[config.mk]
export PLATFORM = sky130hd
export DESIGN_NAME = color_shape_detector
export DESIGN_NICKNAME = d
export VERILOG_FILES = /design/src/rtl/color_shape_pkg.sv /design/src/rtl/band_counter.sv /design/src/rtl/color_shape_detector.sv
export SDC_FILE = /design/constraint.sdc
export NUM_CORES = 1
export LEC_CHECK = 0
export CORE_UTILIZATION = 45
export DETAILED_ROUTE_END_ITERATION = 10
export PLACE_DENSITY = 0.71
export SYNTH_ARGS = -nofsm -noshare
export SYNTH_HDL_FRONTEND = slang
export SYNTH_SLANG_ARGS = --single-unit
[constraint.sdc]
create_clock -name CLK -period 6.2 [get_ports CLK]
set_input_delay 1.86 -clock CLK [delete_from_list [all_inputs] [get_ports CLK]]
set_output_delay 1.86 -clock CLK [all_outputs]
set_load 0.005 [all_outputs]
[src/rtl/color_shape_pkg.sv]
// Shared types, output codes, pixel constants and parameter defaults for the
// colour/shape detector.
package color_shape_pkg;

    typedef enum logic [1:0] {
        ST_IDLE  = 2'd0,
        ST_ACCUM = 2'd1,
        ST_COLOR = 2'd2,
        ST_SHAPE = 2'd3
    } state_t;

    localparam logic [1:0] COLOR_NONE = 2'b00;
    localparam logic [1:0] COLOR_RED  = 2'b01;
    localparam logic [1:0] COLOR_BLUE = 2'b10;

    localparam logic [1:0] SHAPE_UNKNOWN  = 2'b00;
    localparam logic [1:0] SHAPE_TRIANGLE = 2'b01;
    localparam logic [1:0] SHAPE_SQUARE   = 2'b10;
    localparam logic [1:0] SHAPE_DIAMOND  = 2'b11;

    // RGB332, exact match only
    localparam logic [7:0] PIX_RED  = 8'b111_000_00;
    localparam logic [7:0] PIX_BLUE = 8'b000_000_11;

    localparam int unsigned DEF_WIN_X0        = 58;
    localparam int unsigned DEF_WIN_W         = 60;
    localparam int unsigned DEF_WIN_Y0        = 37;
    localparam int unsigned DEF_WIN_H         = 69;
    localparam int unsigned DEF_CNT_W         = 12;
    localparam int unsigned DEF_R_THRESH      = 300;
    localparam int unsigned DEF_B_THRESH      = 300;
    localparam int unsigned DEF_SHAPE_TOL     = 40;
    localparam int unsigned DEF_STABLE_FRAMES = 2;

endpackage

[src/rtl/band_counter.sv]
// Three saturating per-band pixel counters for one colour; sel picks the band
// that an inc pulse advances.
module band_counter
    import color_shape_pkg::*;
#(
    parameter int unsigned CNT_W = DEF_CNT_W
) (
    input  logic             clk,
    input  logic             reset,
    input  logic             clr,
    input  logic             inc,
    input  logic [1:0]       sel,
    output logic [CNT_W-1:0] cnt0,
    output logic [CNT_W-1:0] cnt1,
    output logic [CNT_W-1:0] cnt2
);

    localparam logic [CNT_W-1:0] CNT_MAX = '1;

    logic [CNT_W-1:0] cnt_q [3];

    always_ff @(posedge clk) begin
        if (reset || clr) begin
            for (int i = 0; i < 3; i++) cnt_q[i] <= '0;
        end else begin
            for (int i = 0; i < 3; i++) begin
                if (inc && sel == 2'(i) && cnt_q[i] != CNT_MAX)
                    cnt_q[i] <= cnt_q[i] + 1'b1;
            end
        end
    end

    assign cnt0 = cnt_q[0];
    assign cnt1 = cnt_q[1];
    assign cnt2 = cnt_q[2];

endmodule

[src/rtl/color_shape_detector.sv]
// Counts red/blue pixels in three horizontal bands of a fixed window per frame,
// classifies colour and shape, and publishes results once they are stable.
//
// state | meaning
// IDLE  | waiting for a vsync fall (start of active frame)
// ACCUM | counting window pixels until the vsync rise
// COLOR | pick winning colour, latch its three band counts
// SHAPE | classify the band profile, queue the stability update
module color_shape_detector
    import color_shape_pkg::*;
#(
    parameter int unsigned WIN_X0        = DEF_WIN_X0,
    parameter int unsigned WIN_W         = DEF_WIN_W,
    parameter int unsigned WIN_Y0        = DEF_WIN_Y0,
    parameter int unsigned WIN_H         = DEF_WIN_H,
    parameter int unsigned CNT_W         = DEF_CNT_W,
    parameter int unsigned R_THRESH      = DEF_R_THRESH,
    parameter int unsigned B_THRESH      = DEF_B_THRESH,
    parameter int unsigned SHAPE_TOL     = DEF_SHAPE_TOL,
    parameter int unsigned STABLE_FRAMES = DEF_STABLE_FRAMES
) (
    input  logic       CLK,
    input  logic       RESET,
    input  logic [7:0] PIXEL_IN,
    input  logic [9:0] VGA_PIXEL_X,
    input  logic [9:0] VGA_PIXEL_Y,
    input  logic       VGA_VSYNC_NEG,
    output logic [1:0] COLOR,
    output logic [1:0] SHAPE,
    output logic       STABLE,
    output logic       FRAME_DONE
);

    localparam int unsigned BAND_H = WIN_H / 3;
    localparam int unsigned SUM_W  = CNT_W + 2;

    state_t state_q, state_d;
    logic   vsync_q, armed_q, rise, fall;
    logic   clr_cnt, count_en;

    logic [31:0] x_ext, y_ext, y_off;
    logic        in_win;
    logic [1:0]  band_sel;
    logic        inc_red, inc_blue;

    logic [CNT_W-1:0] r0, r1, r2, bl0, bl1, bl2;
    logic [SUM_W-1:0] rt, bt;
    logic [1:0]       color_sel;
    logic [CNT_W-1:0] sel0, sel1, sel2;

    logic [1:0]       color_q, shape_q;
    logic [CNT_W-1:0] b0_q, b1_q, b2_q;
    logic             upd_q;

    logic [31:0] e0, e1, e2, d01, d21;
    logic [1:0]  shape_sel;

    logic [3:0] prev_q, run_q, run_next, cand;
    logic       load;

    // A fall only counts once blanking has been seen since reset, so releasing
    // reset in the middle of an active frame cannot start a partial frame.
    always_ff @(posedge CLK) begin
        if (RESET) begin
            vsync_q <= 1'b1;
            armed_q <= 1'b0;
        end else begin
            vsync_q <= VGA_VSYNC_NEG;
            armed_q <= armed_q | VGA_VSYNC_NEG;
        end
    end

    assign rise = VGA_VSYNC_NEG & ~vsync_q;
    assign fall = ~VGA_VSYNC_NEG & vsync_q & armed_q;

    always_ff @(posedge CLK) begin
        if (RESET) state_q <= ST_IDLE;
        else       state_q <= state_d;
    end

    always_comb begin
        state_d  = state_q;
        clr_cnt  = 1'b0;
        count_en = 1'b0;
        case (state_q)
            ST_IDLE: begin
                if (fall) begin
                    state_d = ST_ACCUM;
                    clr_cnt = 1'b1;
                end
            end
            ST_ACCUM: begin
                if (rise) state_d  = ST_COLOR;
                else      count_en = 1'b1;
            end
            ST_COLOR: state_d = ST_SHAPE;
            ST_SHAPE: state_d = ST_IDLE;
            default:  state_d = ST_IDLE;
        endcase
    end

    always_comb begin
        x_ext  = {22'd0, VGA_PIXEL_X};
        y_ext  = {22'd0, VGA_PIXEL_Y};
        y_off  = y_ext - WIN_Y0;
        in_win = (x_ext >= WIN_X0) && (x_ext <= WIN_X0 + WIN_W - 1) &&
                 (y_ext >= WIN_Y0) && (y_ext <= WIN_Y0 + WIN_H - 1);
        if (y_off < BAND_H)          band_sel = 2'd0;
        else if (y_off < 2 * BAND_H) band_sel = 2'd1;
        else                         band_sel = 2'd2;
    end

    assign inc_red  = count_en & in_win & (PIXEL_IN == PIX_RED);
    assign inc_blue = count_en & in_win & (PIXEL_IN == PIX_BLUE);

    band_counter #(.CNT_W(CNT_W)) u_red (
        .clk   (CLK),
        .reset (RESET),
        .clr   (clr_cnt),
        .inc   (inc_red),
        .sel   (band_sel),
        .cnt0  (r0),
        .cnt1  (r1),
        .cnt2  (r2)
    );

    band_counter #(.CNT_W(CNT_W)) u_blue (
        .clk   (CLK),
        .reset (RESET),
        .clr   (clr_cnt),
        .inc   (inc_blue),
        .sel   (band_sel),
        .cnt0  (bl0),
        .cnt1  (bl1),
        .cnt2  (bl2)
    );

    always_comb begin
        rt = SUM_W'(r0) + SUM_W'(r1) + SUM_W'(r2);
        bt = SUM_W'(bl0) + SUM_W'(bl1) + SUM_W'(bl2);
        if (32'(rt) >= R_THRESH && rt >= bt) color_sel = COLOR_RED;
        else if (32'(bt) >= B_THRESH)        color_sel = COLOR_BLUE;
        else                                 color_sel = COLOR_NONE;
        if (color_sel == COLOR_BLUE) begin
            sel0 = bl0;
            sel1 = bl1;
            sel2 = bl2;
        end else begin
            sel0 = r0;
            sel1 = r1;
            sel2 = r2;
        end
    end

    // Band counts widened so tolerance sums and differences cannot wrap.
    always_comb begin
        e0  = 32'(b0_q);
        e1  = 32'(b1_q);
        e2  = 32'(b2_q);
        d01 = (e0 > e1) ? e0 - e1 : e1 - e0;
        d21 = (e2 > e1) ? e2 - e1 : e1 - e2;
        if (color_q == COLOR_NONE)                            shape_sel = SHAPE_UNKNOWN;
        else if (e0 < e1 && e1 < e2 && (e2 - e0) > SHAPE_TOL) shape_sel = SHAPE_TRIANGLE;
        else if (e1 > e0 + SHAPE_TOL && e1 > e2 + SHAPE_TOL)  shape_sel = SHAPE_DIAMOND;
        else if (d01 <= SHAPE_TOL && d21 <= SHAPE_TOL)        shape_sel = SHAPE_SQUARE;
        else                                                  shape_sel = SHAPE_UNKNOWN;
    end

    always_ff @(posedge CLK) begin
        if (RESET) begin
            color_q <= COLOR_NONE;
            shape_q <= SHAPE_UNKNOWN;
            b0_q    <= '0;
            b1_q    <= '0;
            b2_q    <= '0;
            upd_q   <= 1'b0;
        end else begin
            upd_q <= (state_q == ST_SHAPE);
            if (state_q == ST_COLOR) begin
                color_q <= color_sel;
                b0_q    <= sel0;
                b1_q    <= sel1;
                b2_q    <= sel2;
            end
            if (state_q == ST_SHAPE) shape_q <= shape_sel;
        end
    end

    always_comb begin
        cand = {color_q, shape_q};
        if (cand != prev_q)    run_next = 4'd1;
        else if (run_q == 4'hF) run_next = 4'hF;
        else                   run_next = run_q + 4'd1;
        load = ({28'd0, run_next} >= STABLE_FRAMES);
    end

    always_ff @(posedge CLK) begin
        if (RESET) begin
            prev_q     <= {COLOR_NONE, SHAPE_UNKNOWN};
            run_q      <= 4'd0;
            COLOR      <= COLOR_NONE;
            SHAPE      <= SHAPE_UNKNOWN;
            STABLE     <= 1'b0;
            FRAME_DONE <= 1'b0;
        end else begin
            FRAME_DONE <= upd_q;
            if (upd_q) begin
                prev_q <= cand;
                run_q  <= run_next;
                STABLE <= load;
                if (load) begin
                    COLOR <= color_q;
                    SHAPE <= shape_q;
                end
            end
        end
    end

endmodule

==> results by group <==
Outcome
  • Status: finished clean

Routing
  • DRT iter0 DRCs: 878
  • Post-route DRC: 0
  • DRT Pass-1 Iters: 5
  • Drt via density: 5.93
  • Post-Route WL: 31.7 mm
  • Vias: 10,500
  • Antenna viol nets, final: 0
  • Post-DR wirelength/cell: 18.0 µm

CTS
  • Clk buf depth: 2
  • CTS tree: yes
  • Clock-pin slew on the worst setup and hold paths: 70 ps
  • TritonCTS Sinks: 131
  • Total CTS buffers: 17
  • Post-CTS Resized: 0
  • Latest clock arrival within the worst-skew pair: 430 ps
  • Setup bufs post-CTS: 0
  • CTS Hold Bufs: 0
  • Clk root buf: clkbuf_16
  • Htree depth: 4

Final layout
  • Synth-to-layout area growth: 9.63%
  • Nets: 1,603
  • Share of post-route cells with drive strength above 1: 4.41%
  • Final design utilization: 50.8%
  • Layout filler cell count: 2,479
  • Antenna Cells: 0

Placement
  • Final GP Congestion: 0.963
  • IO Port Bufs: 35
  • Dpl hpwl: 24.8 mm

Run
  • Max_cap viols: 0

Synthesis
  • Syn Inst Count: 1,400
  • Yosys reg bits: 131
  • Synth top area share: 17.8%
  • Main combinational cell family by area after synthesis: simple AND/OR/NAND/NOR gates
  • Sequential share of the synthesized area: 27.5%
  • Mean area per synthesized cell: 8.69 µm²
  • Synth warn: 0
  • Main synth FF type: edfxtp_1
  • Post-synth cell types: 73
  • Post-synthesis compound-gate area fraction: 18.0%
  • Synth area leader: edfxtp_1
  • Post-synth EDFFs: 72
  • XOR/XNOR Fraction of Synth Area: 7.99%
  • Count leader, synth: nor2_1
  • Synth cell count leaders: nor2_1, ha_1, inv_1
  • Synth Area in Adders: 18.0%
  • Share of synthesized registers carrying an async set or reset: 0%
  • Synth Cell Area: 0.0122 mm²
  • Post-synthesis mux area share: 4.86%
  • Synth top area cells: edfxtp_1, ha_1, dfxtp_1, nor2_1, fa_1
  • Syn_nets: 1,589
  • Synth Area in Simple Gates: 18.7%

Pwr
  • Pwr dens: 476 mW/mm²
  • Leakage power: 5.28 nW
  • P_sw: 2.97 mW
  • Internal Power: 3.38 mW
  • Flop pwr share: 18.6%
  • Combinational share of power: 65.8%
  • Sw frac: 46.8%
  • Peak VDD IR: 279 µV
  • Clk network pwr share: 15.7%

Worst setup path
  • CP peak stage delay: 480 ps
  • R2R setup slack: 640 ps
  • Worst Setup Path Type: flip-flop to flip-flop
  • Worst setup SP type: flip-flop
  • Critical Path End Type: flip-flop
  • Crit path DAT: 5810 ps
  • Slowest library cell on the worst path: edfxtp_1
  • Most frequent cell on the critical path: inv_1
  • Reg2reg start: u_red.cnt_q[0][1]
  • Crit-path cells: inv_1, fa_1, inv_1, ha_1, inv_1, fa_1, nand2b_1, a21oi_1, o21a_1, and2_1, nor2_1, ha_1, a2111oi_0, o221ai_1, a31o_2, a41oi_1, o31ai_1, o31a_1, a31oi_4, buf_12, mux2i_1, a211oi_1
  • R2r endpoint: b2_q[1]
  • R2R cell count: 22
  • CP max FO: 37
  • Crit path required time: 6450 ps

Global routing
  • Initial antenna violation count: 0
  • Gr ovfl total: 0
  • Largest net degree at the start of global routing: 76
  • First-pass GRT wire length: 51.4 mm
  • Vias in the first global route: 10,000
  • Gr usage total: 23.2%

Timing
  • Fin Setup TNS: 0 ps
  • Minimum clock period: 5560 ps
  • Final-report max-slew violation count: 0
  • Slew HR: 31.6%
  • Clk_skew: 21.1 ps
  • Final period utilization: 89.6%
  • Final Hold Viols: 0
  • Upper clock frequency limit: 180 MHz
  • RSZ-0062 raised after global routing: false
  • Final setup viols: 0
  • Worst-margin pin slew: 1030 ps

Min path
  • Worst hold start: armed_q
  • Worst Hold End: armed_q
  • HP Class: flip-flop to flip-flop
  • Hold depth: 2

Floorplanning
  • Core area: 0.0263 mm²
  • Row Count: 59
  • I/O pin count: 37
  • Die width: 166 µm
  • Initial Utilization: 46.3%
  • Die outline height: 166 µm
  • Die area: 0.0277 mm²
-- sequential cells by signal (all words and copies together), names as in the netlist --
register	count
COLOR	2
armed_q	1
run_q	4
state_q	2
u_blue.cnt_q	36
prev_q	4
b1_q	12
shape_q	2
b2_q	12
upd_q	1
color_q	2
b0_q	12
u_red.cnt_q	36
SHAPE	2
FRAME_DONE	1
STABLE	1
vsync_q	1
-- metal layers --
metal  up-vias  wire length [µm]  part of all wire [%]  GRT usage (%)
li1       5098                 -                     -              -
met2       335             14500                    46           37.8
met1      4963             14400                    45           31.6
met5         -                 0                     0              0
met3        58              1890                   6.0           2.88
met4         0               888                   2.8           8.05
-- kinds of logic after synthesis --
| kind of cell | count (synthesis) |
|---|---|
| AO/OA/AOI/OAI | 325 |
| XOR/XNOR | 111 |
| adder cells (fa/ha/maj) | 158 |
| buffers and inverters | 143 |
| flip-flops | 131 |
| multiplexers | 59 |
| AND/OR/NAND/NOR | 473 |
-- layout make-up --
class | instances | area, µm² | area share [%]
Tap cell | 335 | 419 | 3.14
Multi-Input combinational cell | 1126 | 8230 | 61.7
Inverter | 93 | 349 | 2.62
Timing Repair Buffer | 45 | 433 | 3.24
Clock inverter | 15 | 145 | 1.09
Sequential cell | 131 | 3340 | 25.1
Clock buffer | 17 | 425 | 3.19
-- critical path, delay by kind of cell (launching register included) --
family / cells / cell delay [ps]
buffers and inverters: 4 / 510
AOI/OAI and AO/OA: 10 / 2360
and+or+nand+nor: 3 / 390
adders and majority gates: 4 / 1270
muxes: 1 / 320
DFF: 1 / 480
-- layout by cell type, fill, tap and decap left out, drive strengths merged, types with 4 or more instances in the layout --
cell | Yosys | routed
a21o | 17 | 17
clkinv | 0 | 5
o2111ai | 6 | 6
o21bai | 5 | 5
nor3b | 4 | 4
nand3 | 53 | 53
nor2 | 194 | 194
a31oi | 19 | 19
buf | 6 | 11
o221ai | 4 | 4
o31a | 4 | 4
and4 | 7 | 7
nor2b | 20 | 20
edfxtp | 72 | 72
inv | 93 | 101
fa | 29 | 29
nand4 | 12 | 12
nand2 | 64 | 64
o21a | 16 | 16
clkbuf | 44 | 17
a31o | 5 | 5
and2 | 8 | 8
a2111oi | 5 | 5
xnor2 | 59 | 59
a211oi | 49 | 49
nor3 | 21 | 21
nand2b | 14 | 14
o31ai | 6 | 6
ha | 129 | 129
xor2 | 52 | 52
and3 | 34 | 34
nor4 | 8 | 8
a21oi | 76 | 76
or3 | 12 | 12
mux2i | 58 | 58
clkdlybuf4s50 | 0 | 34
o21ai | 62 | 62
or2 | 11 | 11
dfxtp | 59 | 59
o211ai | 10 | 10
-- power by group through the flow --
| stage | Sequential [mW] | Clock [mW] | Combinational (mW) |
|---|---|---|---|
| 2_1_floorplan | 1.13 | 0 | 3.32 |
| 3_3_place_gp | 1.19 | 0 | 4.02 |
| 3_5_place_dp | 1.19 | 0 | 4.09 |
| 4_1_cts | 1.17 | 1.01 | 4.12 |
| 5_1_grt | 1.19 | 1.04 | 4.59 |
| 6_report | 1.18 | 0.995 | 4.18 |
-- stage by stage --
step | area [µm²] | hold WS [ps] | worst slack, ps | cells | power (mW)
after CTS | 13300 | 486 | 654 | 1762 | 6.30
after detailed placement | 12800 | 476 | 693 | 1730 | 5.28
final | 13300 | 482 | 643 | 1762 | 6.35
after global routing | 13300 | 507 | 227 | 1762 | 6.82
after floorplan | 12200 | 428 | 1610 | 1400 | 4.44
after global placement | 12800 | 439 | 830 | 1730 | 5.21
-- worst max-delay path by stage --
stage | startpoint | endpoint | cells past startpoint | slack (ps)
2_1_floorplan | VGA_PIXEL_Y[0] | u_red.cnt_q[0][12] | 10 | 1610
3_3_place_gp | u_red.cnt_q[0][1] | b2_q[1] | 22 | 830
3_5_place_dp | u_red.cnt_q[0][1] | b2_q[1] | 22 | 690
4_1_cts | u_red.cnt_q[0][1] | b2_q[1] | 22 | 650
5_1_grt | u_red.cnt_q[0][1] | b2_q[11] | 22 | 230
6_report | u_red.cnt_q[0][1] | b2_q[1] | 22 | 640
Note: power is estimated with default switching activity, not from simulation.
